**src/rtl/marquee_pkg.sv**
```systemverilog
// Shared constants for the 12-LED marquee: speed encoding and default timing
// used by the step controller, sequencer and board top.
package marquee_pkg;
    localparam int SPEED_W      = 2;
    localparam int SPEED_LEVELS = 4;

    // 2 Hz base step rate and 20 ms debounce window at a 50 MHz board clock
    localparam int BASE_PERIOD_DEFAULT     = 25_000_000;
    localparam int DEBOUNCE_CYCLES_DEFAULT = 1_000_000;
endpackage

```
**src/rtl/btn_debounce.sv**
```systemverilog
// Raw active-low pushbutton to clean debounced level plus a one-cycle press
// pulse on each debounced 1->0 transition.
module btn_debounce
    import marquee_pkg::*;
#(
    parameter int DEBOUNCE_CYCLES = DEBOUNCE_CYCLES_DEFAULT
) (
    input  logic clk,
    input  logic reset,
    input  logic raw_n,
    output logic level,
    output logic press
);
    localparam int CW = $clog2(DEBOUNCE_CYCLES);

    logic          sync1;
    logic          sync2;
    logic          level_d;
    logic [CW-1:0] cnt;

    always_ff @(posedge clk) begin
        if (reset) begin
            sync1   <= 1'b1;
            sync2   <= 1'b1;
            level   <= 1'b1;
            level_d <= 1'b1;
            cnt     <= '0;
            press   <= 1'b0;
        end else begin
            sync1   <= raw_n;
            sync2   <= sync1;
            level_d <= level;
            press   <= level_d & ~level;
            // Any return to the accepted level restarts the stability window
            if (sync2 == level) begin
                cnt <= '0;
            end else if (cnt == CW'(DEBOUNCE_CYCLES - 1)) begin
                level <= sync2;
                cnt   <= '0;
            end else begin
                cnt <= cnt + 1'b1;
            end
        end
    end
endmodule

```
**src/rtl/marquee_step_ctrl.sv**
```systemverilog
// Speed/pause control and tick counter producing the sequencer's single-cycle
// step enable from two debounced pushbuttons.
module marquee_step_ctrl
    import marquee_pkg::*;
#(
    parameter int BASE_PERIOD     = BASE_PERIOD_DEFAULT,
    parameter int DEBOUNCE_CYCLES = DEBOUNCE_CYCLES_DEFAULT
) (
    input  logic               clk,
    input  logic               reset,
    input  logic               btn_speed_n,
    input  logic               btn_pause_n,
    output logic               step,
    output logic [SPEED_W-1:0] speed,
    output logic               paused
);
    localparam int CW = $clog2(BASE_PERIOD);

    logic          speed_ev;
    logic          pause_ev;
    logic [1:0]    unused_levels;
    logic [CW-1:0] cnt;
    logic [CW-1:0] last;

    btn_debounce #(.DEBOUNCE_CYCLES(DEBOUNCE_CYCLES)) u_speed_btn (
        .clk   (clk),
        .reset (reset),
        .raw_n (btn_speed_n),
        .level (unused_levels[0]),
        .press (speed_ev)
    );

    btn_debounce #(.DEBOUNCE_CYCLES(DEBOUNCE_CYCLES)) u_pause_btn (
        .clk   (clk),
        .reset (reset),
        .raw_n (btn_pause_n),
        .level (unused_levels[1]),
        .press (pause_ev)
    );

    always_comb begin
        last = CW'((BASE_PERIOD >> speed) - 1);
    end

    always_ff @(posedge clk) begin
        if (reset) begin
            step   <= 1'b0;
            speed  <= '0;
            paused <= 1'b0;
            cnt    <= '0;
        end else begin
            step <= 1'b0;
            if (speed_ev) begin
                speed <= speed + 1'b1;
            end
            if (pause_ev) begin
                paused <= ~paused;
            end
            // Clearing on every speed change keeps cnt within the new period
            if (speed_ev) begin
                cnt <= '0;
            end else if (!paused) begin
                if (cnt == last) begin
                    cnt  <= '0;
                    step <= 1'b1;
                end else begin
                    cnt <= cnt + 1'b1;
                end
            end
        end
    end
endmodule

```
**config.mk**
```make
export PLATFORM = sky130hd
export DESIGN_NAME = marquee_step_ctrl
export DESIGN_NICKNAME = d
export VERILOG_FILES = /design/src/rtl/marquee_pkg.sv /design/src/rtl/btn_debounce.sv /design/src/rtl/marquee_step_ctrl.sv
export SDC_FILE = /design/constraint.sdc
export NUM_CORES = 1
export LEC_CHECK = 0
export ABC_AREA = 1
export BUFFER_PORTS_ARGS = -buffer_cell sky130_fd_sc_hd__buf_2
export CAP_MARGIN = 20
export CORE_UTILIZATION = 61
export DETAILED_ROUTE_END_ITERATION = 8
export PLACE_DENSITY = 0.75
export SETUP_SLACK_MARGIN = 0.15
export SLEW_MARGIN = 5
export SYNTH_ARGS = -nofsm -noshare
export SYNTH_HDL_FRONTEND = slang
export SYNTH_SLANG_ARGS = --single-unit
export TNS_END_PERCENT = 1
```
**constraint.sdc**
```tcl
create_clock -name clk -period 2.4 [get_ports clk]
set_input_delay 0.48 -clock clk [delete_from_list [all_inputs] [get_ports clk]]
set_output_delay 0.48 -clock clk [all_outputs]
set_load 0.1 [all_outputs]
```
==> metrics.md <==
| Metric | Value |
|---|---|
| Largest fanout on the critical path | `20` |
| DIE WIDTH | `85.2 µm` |
| Hold slack | `319 ps` |
| Non-filler instance count after layout | `713` |
| Part of the Yosys area used for sequential elements | `37.5%` |
| Crit Path Category | `reg -> reg` |
| Highest routed layer | `met4` |
| Overflow left after global routing | `0` |
| Cell area after technology mapping | `0.00422 mm²` |
| Largest net degree at the start of global routing | `21` |
| Placeable Area | `0.00653 mm²` |
| Req. time, crit path | `2640 ps` |
| Avg WL per Cell | `13.0 µm` |
| Maximum Capacitance Violations | `0` |
| Area of the die | `0.00726 mm²` |
| Area grow syn2layout | `7.20%` |
| Setup total negative slack | `0 ps` |
| Syn. warnings | `0` |
| Met3 Wirelength | `351 µm` |
| Weighted congestion at the end of routability-driven global placement | `0.928` |
| RSZ-0062 raised after global routing | `no` |
| Total met2 wirelength after detailed routing | `4.53 mm` |
| Relative slew margins | `62.1%` |
| CTS Root Buffer Type | `sky130_fd_sc_hd__clkbuf_8` |
| Leak Pwr | `1.77 nW` |
| Post-synthesis net count | `635` |
| Netlist cell types | `29` |
| Number of buffers created by CTS | `9` |
| Post-route clock period utilization | `85.8%` |
| Maximum vdd ir drop | `635 µV` |
| Post-Place Worst Slack | `192 ps` |
| Final core utilization | `69.3%` |
| Antenna violations before repair | `0` |
| Final setup margin | `341 ps` |
| H-tree level count | `3` |
| Number of filler instances in the final layout | `590` |
| Via count of the first global-routing pass | `3607` |
| Total I/O pin count | `8` |
| PD cells | `539 mW/mm²` |
| First DRT Iteration DRCs | `154` |
| Rows | `29` |
| Global-route usage over all layers | `28.0%` |
| Number of post-CTS setup repair buffers | `0` |
| TritonCTS clock tree | `built` |
| Detailed-routing iteration count for the pre-antenna-repair pass | `5` |
| Final max-slew violation count | `0` |
| Average instance area after synthesis | `6.81 µm²` |
| # nets final | `646` |
| Layout cells sized above 1 | `8.81%` |
| Average via count per standard cell | `5.32` |
| Largest buffer count on any clock path | `2` |
| Initial Util | `64.6%` |
| Data arrival, critical path | `2300 ps` |
| Die outline height | `85.2 µm` |
| Number of synthesized register bits | `79` |
| DRC Markers | `0` |
| Final HPWL DP | `6.97 mm` |
| Total placed cells including tap cells | `697` |
| Number of nets still failing antenna checks after routing | `0` |
| Startpoint type of the worst setup path | `flip-flop` |
| Clk_skew | `11.4 ps` |
| Diode insertion count for antenna repair | `0` |
| Slew of the pin with the lowest slew margin | `566 ps` |
| Post-Route M1 WL | `4.06 mm` |
| Clock tree sinks | `79` |
| Classification of the worst-slack hold path | `in -> reg` |
| Synth Instances | `620` |
| Via count | `3793` |
| Wire length of the first global-routing pass | `16.0 mm` |
| Maximum achievable frequency | `486 MHz` |
| # setup viols final | `0` |
| Final-report hold violation count | `0` |
| Kind of end point of the critical path | `flip-flop` |
| CTS clock-pin slew for the worst setup and hold paths | `80 ps` |
| Buffers on Ports | `7` |
| Result of the run | `finished, final reports clean` |
| Clk Latency, worst-skew pair | `340 ps` |
| Post-layout min period | `2060 ps` |
| Routed wire length | `9.26 mm` |
[synth_stat cells (all sizes together)]
cell | instances | share of area (%)
a31oi | 2 | 0.30
xor2 | 25 | 5.2
o21a | 1 | 0.18
nand3b | 8 | 1.4
nand2 | 145 | 13
o21ai | 10 | 1.2
nor2 | 131 | 12
buf | 9 | 2.0
o21bai | 1 | 0.18
mux2i | 1 | 0.24
ha | 11 | 3.3
xnor2 | 8 | 1.7
inv | 80 | 7.1
o31ai | 1 | 0.18
nor3 | 21 | 2.8
a21oi | 23 | 2.7
and3 | 1 | 0.15
or2 | 8 | 1.2
dfxtp | 79 | 37
nand3 | 33 | 3.9
nand4 | 21 | 3.1
nor4 | 1 | 0.15
[final timing paths]
check | slack, ps | to | cells past startpoint | startpoint
setup / recovery | 340 | cnt[19]$_SDFFE_PP0N_ | 14 | speed[0]$_SDFFE_PP0P_
hold / removal | 320 | u_pause_btn.sync1$_SDFF_PP1_ | 2 | btn_pause_n
setup reg to reg | 340 | cnt[19]$_SDFFE_PP0N_ | 14 | speed[0]$_SDFFE_PP0P_
hold reg to reg | 410 | u_pause_btn.sync2$_SDFF_PP1_ | 1 | u_pause_btn.sync1$_SDFF_PP1_
[worst max-delay path: stages, from the launching register on]
cell                      delay, ps
sky130_fd_sc_hd__dfxtp_4        370
sky130_fd_sc_hd__inv_1          180
sky130_fd_sc_hd__ha_1           200
sky130_fd_sc_hd__inv_1           60
sky130_fd_sc_hd__ha_1           290
sky130_fd_sc_hd__nand2_1         70
sky130_fd_sc_hd__o21ai_0         70
sky130_fd_sc_hd__nor2_1          90
sky130_fd_sc_hd__nand2_1         50
sky130_fd_sc_hd__inv_1           40
sky130_fd_sc_hd__nand2_1         50
sky130_fd_sc_hd__nor2_2         120
sky130_fd_sc_hd__nand2_2        140
sky130_fd_sc_hd__nand2_8        170
sky130_fd_sc_hd__nor2_1          60
[where the power goes]
part / internal (mW) / switching [mW]
Combinational: 0.0143 / 0.0265
Sequential: 1.32 / 0.00611
Clock: 0.589 / 0.487
Total: 1.92 / 0.519
[sequential cells by signal, indices dropped and copies added (netlist names)]
signal               flops
u_pause_btn.level        1
u_speed_btn.cnt         20
u_pause_btn.sync2        1
u_speed_btn.level_d      1
u_pause_btn.level_d      1
speed                    2
step                     1
u_speed_btn.level        1
u_speed_btn.press        1
u_pause_btn.press        1
u_pause_btn.cnt         20
cnt                     25
paused                   1
u_speed_btn.sync2        1
u_speed_btn.sync1        1
u_pause_btn.sync1        1
[logic make-up after synthesis]
| logic type | synth area share (%) |
|---|---|
| AO/OA/AOI/OAI | 4.74 |
| XOR/XNOR | 6.85 |
| adder cells (fa/ha/maj) | 3.26 |
| buffers and inverters | 9.10 |
| flip-flops | 37.5 |
| multiplexers | 0.237 |
| AND/OR/NAND/NOR | 38.4 |
[stage by stage]
stage                     instance area (µm²)  total power, mW
final                                    4530             2.44
after global placement                   4290             1.39
after CTS                                4510             2.46
after global routing                     4530             2.52
after detailed placement                 4290             1.39
after floorplan                          4230             1.39
[layout by cell type, fill, tap and decap left out, types with 3 or more instances in the layout]
| master | synthesis | routed |
|---|---|---|
| sky130_fd_sc_hd__dfxtp_1 | 79 | 77 |
| sky130_fd_sc_hd__inv_2 | 3 | 3 |
| sky130_fd_sc_hd__clkbuf_8 | 0 | 9 |
| sky130_fd_sc_hd__nand3b_1 | 8 | 8 |
| sky130_fd_sc_hd__nand2_1 | 139 | 139 |
| sky130_fd_sc_hd__nand2_2 | 6 | 5 |
| sky130_fd_sc_hd__nand3_1 | 33 | 33 |
| sky130_fd_sc_hd__xnor2_1 | 8 | 8 |
| sky130_fd_sc_hd__a21oi_1 | 23 | 23 |
| sky130_fd_sc_hd__inv_1 | 77 | 77 |
| sky130_fd_sc_hd__o21ai_0 | 10 | 10 |
| sky130_fd_sc_hd__or2_2 | 8 | 8 |
| sky130_fd_sc_hd__buf_2 | 1 | 7 |
| sky130_fd_sc_hd__nor2_2 | 10 | 10 |
| sky130_fd_sc_hd__xor2_1 | 25 | 25 |
| sky130_fd_sc_hd__ha_1 | 11 | 11 |
| sky130_fd_sc_hd__nand4_1 | 21 | 21 |
| sky130_fd_sc_hd__nor2_1 | 120 | 120 |
| sky130_fd_sc_hd__nor3_1 | 20 | 20 |
[final cells by class]
| cell class | instances | area (µm²) | area share, % |
|---|---|---|---|
| Sequential cell | 79 | 1590 | 35.1 |
| Tap cell | 77 | 96.3 | 2.13 |
| Inverter | 80 | 300 | 6.64 |
| Timing Repair Buffer | 9 | 50.0 | 1.11 |
| Clock inverter | 7 | 96.3 | 2.13 |
| Multi-Input combinational cell | 452 | 2270 | 50.2 |
| Clock buffer | 9 | 124 | 2.74 |
[layer usage]
metal	global-route usage (%)	up-vias
met2	49.8	83
met5	0	-
li1	-	1971
met1	32.9	1720
met3	4.86	19
met4	12.8	0
[what timing repair did]
item | in CTS | in global routing
hold buffers | 0 | 0
endpoints found under the setup margin | 0 | 20
resized for setup | 0 | 2
No activity file was read; power rests on OpenSTA's default activity.
